`src/rtl/ms_div.sv`:
```
// rtl/ms_div.sv - sequential signed restoring divider
// One quotient bit per cycle; fixed DW+3 cycle latency with divide-by-zero and overflow flags.
module ms_div #(
  parameter int DW = 9
) (
  input  logic            i_clk,
  input  logic            i_rst,
  input  logic            i_start,
  input  logic [2*DW-1:0] i_sw,
  output logic [DW-1:0]   o_quot,
  output logic [DW-1:0]   o_rem,
  output logic            o_dz,
  output logic            o_ovf,
  output logic            o_ready
);

  localparam int CW = $clog2(DW + 1);
  localparam logic [DW-1:0] MAX_POS = {1'b0, {(DW-1){1'b1}}};
  localparam logic [DW-1:0] MIN_NEG = {1'b1, {(DW-1){1'b0}}};

  typedef enum logic [1:0] {S_IDLE, S_LOAD, S_DIV, S_FIX} state_t;

  state_t        state_q, state_d;
  logic [DW-1:0] a_q, a_d, b_q, b_d;
  logic [DW-1:0] qm_q, qm_d, bm_q, bm_d;
  logic [DW:0]   pr_q, pr_d;
  logic [CW-1:0] cnt_q, cnt_d;
  logic          sq_q, sq_d, sr_q, sr_d, dz_q, dz_d, ovf_q, ovf_d;
  logic [DW-1:0] quot_q, quot_d, rem_q, rem_d;
  logic          odz_q, odz_d, oovf_q, oovf_d;
  logic [DW+1:0] trial;

  always_ff @(posedge i_clk) begin
    if (i_rst) begin
      state_q <= S_IDLE;
      a_q     <= '0;
      b_q     <= '0;
      qm_q    <= '0;
      bm_q    <= '0;
      pr_q    <= '0;
      cnt_q   <= '0;
      sq_q    <= 1'b0;
      sr_q    <= 1'b0;
      dz_q    <= 1'b0;
      ovf_q   <= 1'b0;
      quot_q  <= '0;
      rem_q   <= '0;
      odz_q   <= 1'b0;
      oovf_q  <= 1'b0;
    end else begin
      state_q <= state_d;
      a_q     <= a_d;
      b_q     <= b_d;
      qm_q    <= qm_d;
      bm_q    <= bm_d;
      pr_q    <= pr_d;
      cnt_q   <= cnt_d;
      sq_q    <= sq_d;
      sr_q    <= sr_d;
      dz_q    <= dz_d;
      ovf_q   <= ovf_d;
      quot_q  <= quot_d;
      rem_q   <= rem_d;
      odz_q   <= odz_d;
      oovf_q  <= oovf_d;
    end
  end

  always_comb begin
    state_d = state_q;
    a_d     = a_q;
    b_d     = b_q;
    qm_d    = qm_q;
    bm_d    = bm_q;
    pr_d    = pr_q;
    cnt_d   = cnt_q;
    sq_d    = sq_q;
    sr_d    = sr_q;
    dz_d    = dz_q;
    ovf_d   = ovf_q;
    quot_d  = quot_q;
    rem_d   = rem_q;
    odz_d   = odz_q;
    oovf_d  = oovf_q;
    // Quotient bits enter qm_q from the right as dividend bits leave on the left.
    trial   = {pr_q, qm_q[DW-1]} - {2'b00, bm_q};

    case (state_q)
      S_IDLE: begin
        if (i_start) begin
          a_d     = i_sw[2*DW-1:DW];
          b_d     = i_sw[DW-1:0];
          state_d = S_LOAD;
        end
      end
      S_LOAD: begin
        sq_d    = a_q[DW-1] ^ b_q[DW-1];
        sr_d    = a_q[DW-1];
        qm_d    = a_q[DW-1] ? (DW'(0) - a_q) : a_q;
        bm_d    = b_q[DW-1] ? (DW'(0) - b_q) : b_q;
        dz_d    = (b_q == '0);
        ovf_d   = (a_q == MIN_NEG) && (b_q == '1);
        pr_d    = '0;
        cnt_d   = '0;
        state_d = S_DIV;
      end
      S_DIV: begin
        if (!trial[DW+1]) begin
          pr_d = trial[DW:0];
          qm_d = {qm_q[DW-2:0], 1'b1};
        end else begin
          pr_d = {pr_q[DW-1:0], qm_q[DW-1]};
          qm_d = {qm_q[DW-2:0], 1'b0};
        end
        cnt_d = cnt_q + CW'(1);
        if (cnt_q == CW'(DW - 1)) state_d = S_FIX;
      end
      S_FIX: begin
        odz_d  = 1'b0;
        oovf_d = 1'b0;
        if (dz_q) begin
          quot_d = a_q[DW-1] ? MIN_NEG : MAX_POS;
          rem_d  = a_q;
          odz_d  = 1'b1;
        end else if (ovf_q) begin
          quot_d = MAX_POS;
          rem_d  = '0;
          oovf_d = 1'b1;
        end else begin
          quot_d = sq_q ? (DW'(0) - qm_q) : qm_q;
          rem_d  = sr_q ? (DW'(0) - pr_q[DW-1:0]) : pr_q[DW-1:0];
        end
        state_d = S_IDLE;
      end
      default: state_d = S_IDLE;
    endcase
  end

  assign o_quot  = quot_q;
  assign o_rem   = rem_q;
  assign o_dz    = odz_q;
  assign o_ovf   = oovf_q;
  assign o_ready = (state_q == S_IDLE);

endmodule

```
`config.mk`:
```
export PLATFORM = sky130hd
export DESIGN_NAME = ms_div
export DESIGN_NICKNAME = d
export VERILOG_FILES = /design/src/rtl/ms_div.sv
export SDC_FILE = /design/constraint.sdc
export NUM_CORES = 1
export LEC_CHECK = 0
export CORE_MARGIN = 4
export CORE_UTILIZATION = 57
export CTS_BUF_LIST = sky130_fd_sc_hd__clkbuf_16
export DETAILED_ROUTE_END_ITERATION = 7
export PLACE_DENSITY = 0.88
export RECOVER_POWER = 25
export REMOVE_ABC_BUFFERS = 1
export SYNTH_ARGS = -nofsm -noshare
export SYNTH_HDL_FRONTEND = slang
export SYNTH_SLANG_ARGS = --single-unit
export TNS_END_PERCENT = 100
```
`constraint.sdc`:
```
create_clock -name i_clk -period 3.2 [get_ports i_clk]
set_input_delay 0.64 -clock i_clk [delete_from_list [all_inputs] [get_ports i_clk]]
set_output_delay 0.64 -clock i_clk [all_outputs]
set_load 0.05 [all_outputs]
```
==> results of run 1 <==
[worst register-to-register path: stages (launching register included)]
cell and delay (ps):
dfxtp_1 360, inv_1 70, ha_1 210, inv_1 70, fa_1 190, a21oi_1 130
o221ai_2 250, a41oi_2 190, xnor2_2 700, o311ai_0 320, o211ai_1 160
[how the worst max path moves through the flow]
stage | start | end | depth (start not counted)
finish | qm_q[8] | pr_q[7] | 10
global placement | qm_q[8] | pr_q[7] | 10
CTS | qm_q[8] | pr_q[7] | 10
detailed placement | qm_q[8] | pr_q[7] | 10
floorplan | qm_q[8] | pr_q[0] | 10
global route | qm_q[8] | pr_q[7] | 10
[per-layer routing]
metal / global-route usage / wire length, um / up-vias
met5: 0 / 0 / -
met4: 0.111 / 269 / 0
met3: 0.0385 / 651 / 25
met2: 0.410 / 4930 / 164
met1: 0.286 / 4170 / 1812
li1: - / - / 1858
[report_power, final]
group / internal, mW / switching, mW / total, mW
combinational: 0.769 / 1.18 / 1.95
clock: 0.599 / 0.398 / 0.997
sequential: 1.11 / 0.196 / 1.31
total: 2.48 / 1.78 / 4.26
[stage by stage]
| stage | total power [mW] | hold WS [ps] | setup slack, ps | util | std cells |
|---|---|---|---|---|---|
| final | 4.26 | 468 | 478 | 0.681 | 651 |
| after detailed placement | 3.23 | 462 | 472 | 0.642 | 635 |
| after floorplan | 2.75 | 450 | 829 | - | 491 |
| after global placement | 3.13 | 455 | 652 | 0.642 | 635 |
| after global routing | 4.53 | 492 | 238 | 0.681 | 651 |
| after CTS | 4.24 | 472 | 487 | 0.682 | 651 |
[cell type report]
| cell class | instances | share of cell area |
|---|---|---|
| inverters | 33 | 0.0252 |
| repair buffers | 45 | 0.0876 |
| clock buffers | 9 | 0.0458 |
| flip-flops and latches | 76 | 0.309 |
| well taps | 99 | 0.0252 |
| clock inverters | 7 | 0.0137 |
| multi-input cells | 382 | 0.493 |
[state kept, by name (all words and copies together), names as in the netlist, 2 cells and up]
name	count
bm_q	9
state_q	2
o_quot	9
pr_q	10
qm_q	9
o_rem	9
cnt_q	4
b_q	9
a_q	9
[placed cells by master (no fill, tap or decap), types with 2 or more instances in the layout]
cell type / instances
a32oi_1: 3
xnor2_1: 24
clkinvlp_4: 2
nand4_1: 4
clkbuf_16: 9
a22oi_1: 7
xor2_1: 8
a211oi_1: 17
nand3_1: 14
a21o_1: 2
o211ai_1: 3
nand2_1: 71
clkdlybuf4s50_1: 40
o41ai_1: 8
or2_2: 3
inv_1: 33
nor3b_1: 2
or3_1: 2
nor2_1: 47
dfxtp_1: 76
nor2b_1: 3
nor3_1: 6
a21oi_1: 41
ha_1: 20
clkinv_2: 2
o21ai_0: 31
o311ai_2: 2
or4_1: 2
nand2b_1: 14
buf_4: 3
a31o_2: 2
and2_1: 3
clkbuf_1: 2
mux2i_1: 20
o31ai_1: 3
[logic make-up after synthesis]
| kind of cell | Yosys count |
|---|---|
| DFF | 76 |
| xor gates and xnor gates | 33 |
| muxes | 20 |
| adders and majority gates | 21 |
| buffers and inverters | 62 |
| AOI/OAI and AO/OA | 131 |
| and+or+nand+nor | 177 |
==> results.ini, run 1 <==
[critical_path]
reg2reg_depth=10
crit_buf_inv=2
worstReg2RegStart=qm_q[8]
reg2reg_slack_ps=480
cp_top_family=compound AO/OA/AOI/OAI gates
crit_top_cell=inv_1
worstPathRequired_ps=3460
r2r_end=pr_q[7]
path_max_fanout=14
cp-end-kind=register
cpPeakStageDelay_ps=700
path_class=register to register
critPathLaunchType=register
cp_slowest_cell=xnor2_2
worstPathCellList=inv_1, ha_1, inv_1, fa_1, a21oi_1, o221ai_2, a41oi_2, xnor2_2, o311ai_0, o211ai_1
cp.arrival_ps=2980

[min_path]
hold_class=register to register
hold_depth=2
hp-start=o_ovf
whs_endpoint=o_ovf

[layout]
fin_area_um2=4920
area_delta_synth_final_pct=17.2
nNetsFinal=589
multi_input_area_um2=2420
regArea_um2=1520
num-fill-cells=581
antennaDiodeCount=0
drive_gt1_frac=0.0543

[placement]
place.gp.congestion=0.904
dp_hpwl_um=6830
placed_cell_area_um2=4630
numPortBuffers=41

[grt]
antenna_found_initial=0
grt.overflow.total=0
grt_pass1_wl_um=16700
grt_pass1_vias=3598
grt_max_degree=50
grtUsageTotal=0.237

[flow_run]
maxCapViolations=0

[floorplan]
initial_core_util=0.581
dieArea_um2=8790
die_y_um=93.8
ioPinCount=42
core-area_um2=7210
die_x_um=93.8
std_cell_rows=31

[timing]
final_hold_viol_count=0
maxSlewViolCount=0
fmax_mhz=367
fin_crit_sh=0.851
final.setup_skew_ps=5.35
fin_tns_setup_ps=0
relSlewSlack=0.277
finalSetupViolCount=0
rsz0062_at_grt=false
tightestPinTransition_ps=1080
finalCriticalPeriod_ps=2720

[cts]
cts_setup_buffers=0
cts_tree=done
clock_latency_ps=330
cts.repair.resized=0
hold_buffers=0
htree_levels=3
clockBufferDepth=2
cts_sinks=76
clk_pin_slew_ps=60
clock-root-buffer=clkbuf_16
cts_buffers=9

[synth]
yosysUniqueCellTypes=52
ys.warnings.count=0
synth_seq_area_share=0.363
synth_top_area_share=0.363
synth_common_cells=dfxtp_1 (76), nand2_1 (71), nor2_1 (47), a21oi_1 (41), inv_1 (33)
synth.most_common_cell=dfxtp_1
synth_largest_area_cell=dfxtp_1
synth_top_family_by_area=compound AO/OA/AOI/OAI gates
ys_ff_latch=76
synth_edf_count=0
synth_area_leaders=dfxtp_1 (36%), nand2_1 (6.4%), ha_1 (6.0%), xnor2_1 (5.0%), a21oi_1 (4.9%)
syn_inst=520
synthAdderAreaFrac=0.0645
synth_area_um2=4190
synthSimpleGateAreaFrac=0.191
synth_xor_area_frac=0.0707
synth_ff_type=dfxtp_1
synthArstFlopShare=0
synth_compound_area_frac=0.204
synthMuxAreaShare=0.0477
syn_avg_cell_area_um2=8.06

[route]
vias=3859
via_per_inst=5.93
drt_pre_antenna_iters=5
wirelength_um=10000
drtIter0Drc=306
drc=0
wire_per_inst_um=15.4
ant_nets=0

[pwr]
peakVddDrop_mv=0.404
p_per_area_nw_per_um2=866
p_leak_nw=1.78

[outcome]
status=finished clean

Note: power is estimated with default switching activity, not from simulation.
==> inputs of run 2 (changes only) <==
--- a/config.mk
+++ b/config.mk
@@ -5,6 +5,8 @@
 export SDC_FILE = /design/constraint.sdc
 export NUM_CORES = 1
 export LEC_CHECK = 0
+export ABC_AREA = 0
+export ABC_CLOCK_PERIOD_IN_PS = 3200
 export CORE_MARGIN = 4
 export CORE_UTILIZATION = 57
 export CTS_BUF_LIST = sky130_fd_sc_hd__clkbuf_16
==> results of run 2 <==
No change in the layout: final DEF, timing and power equal those of run 1.
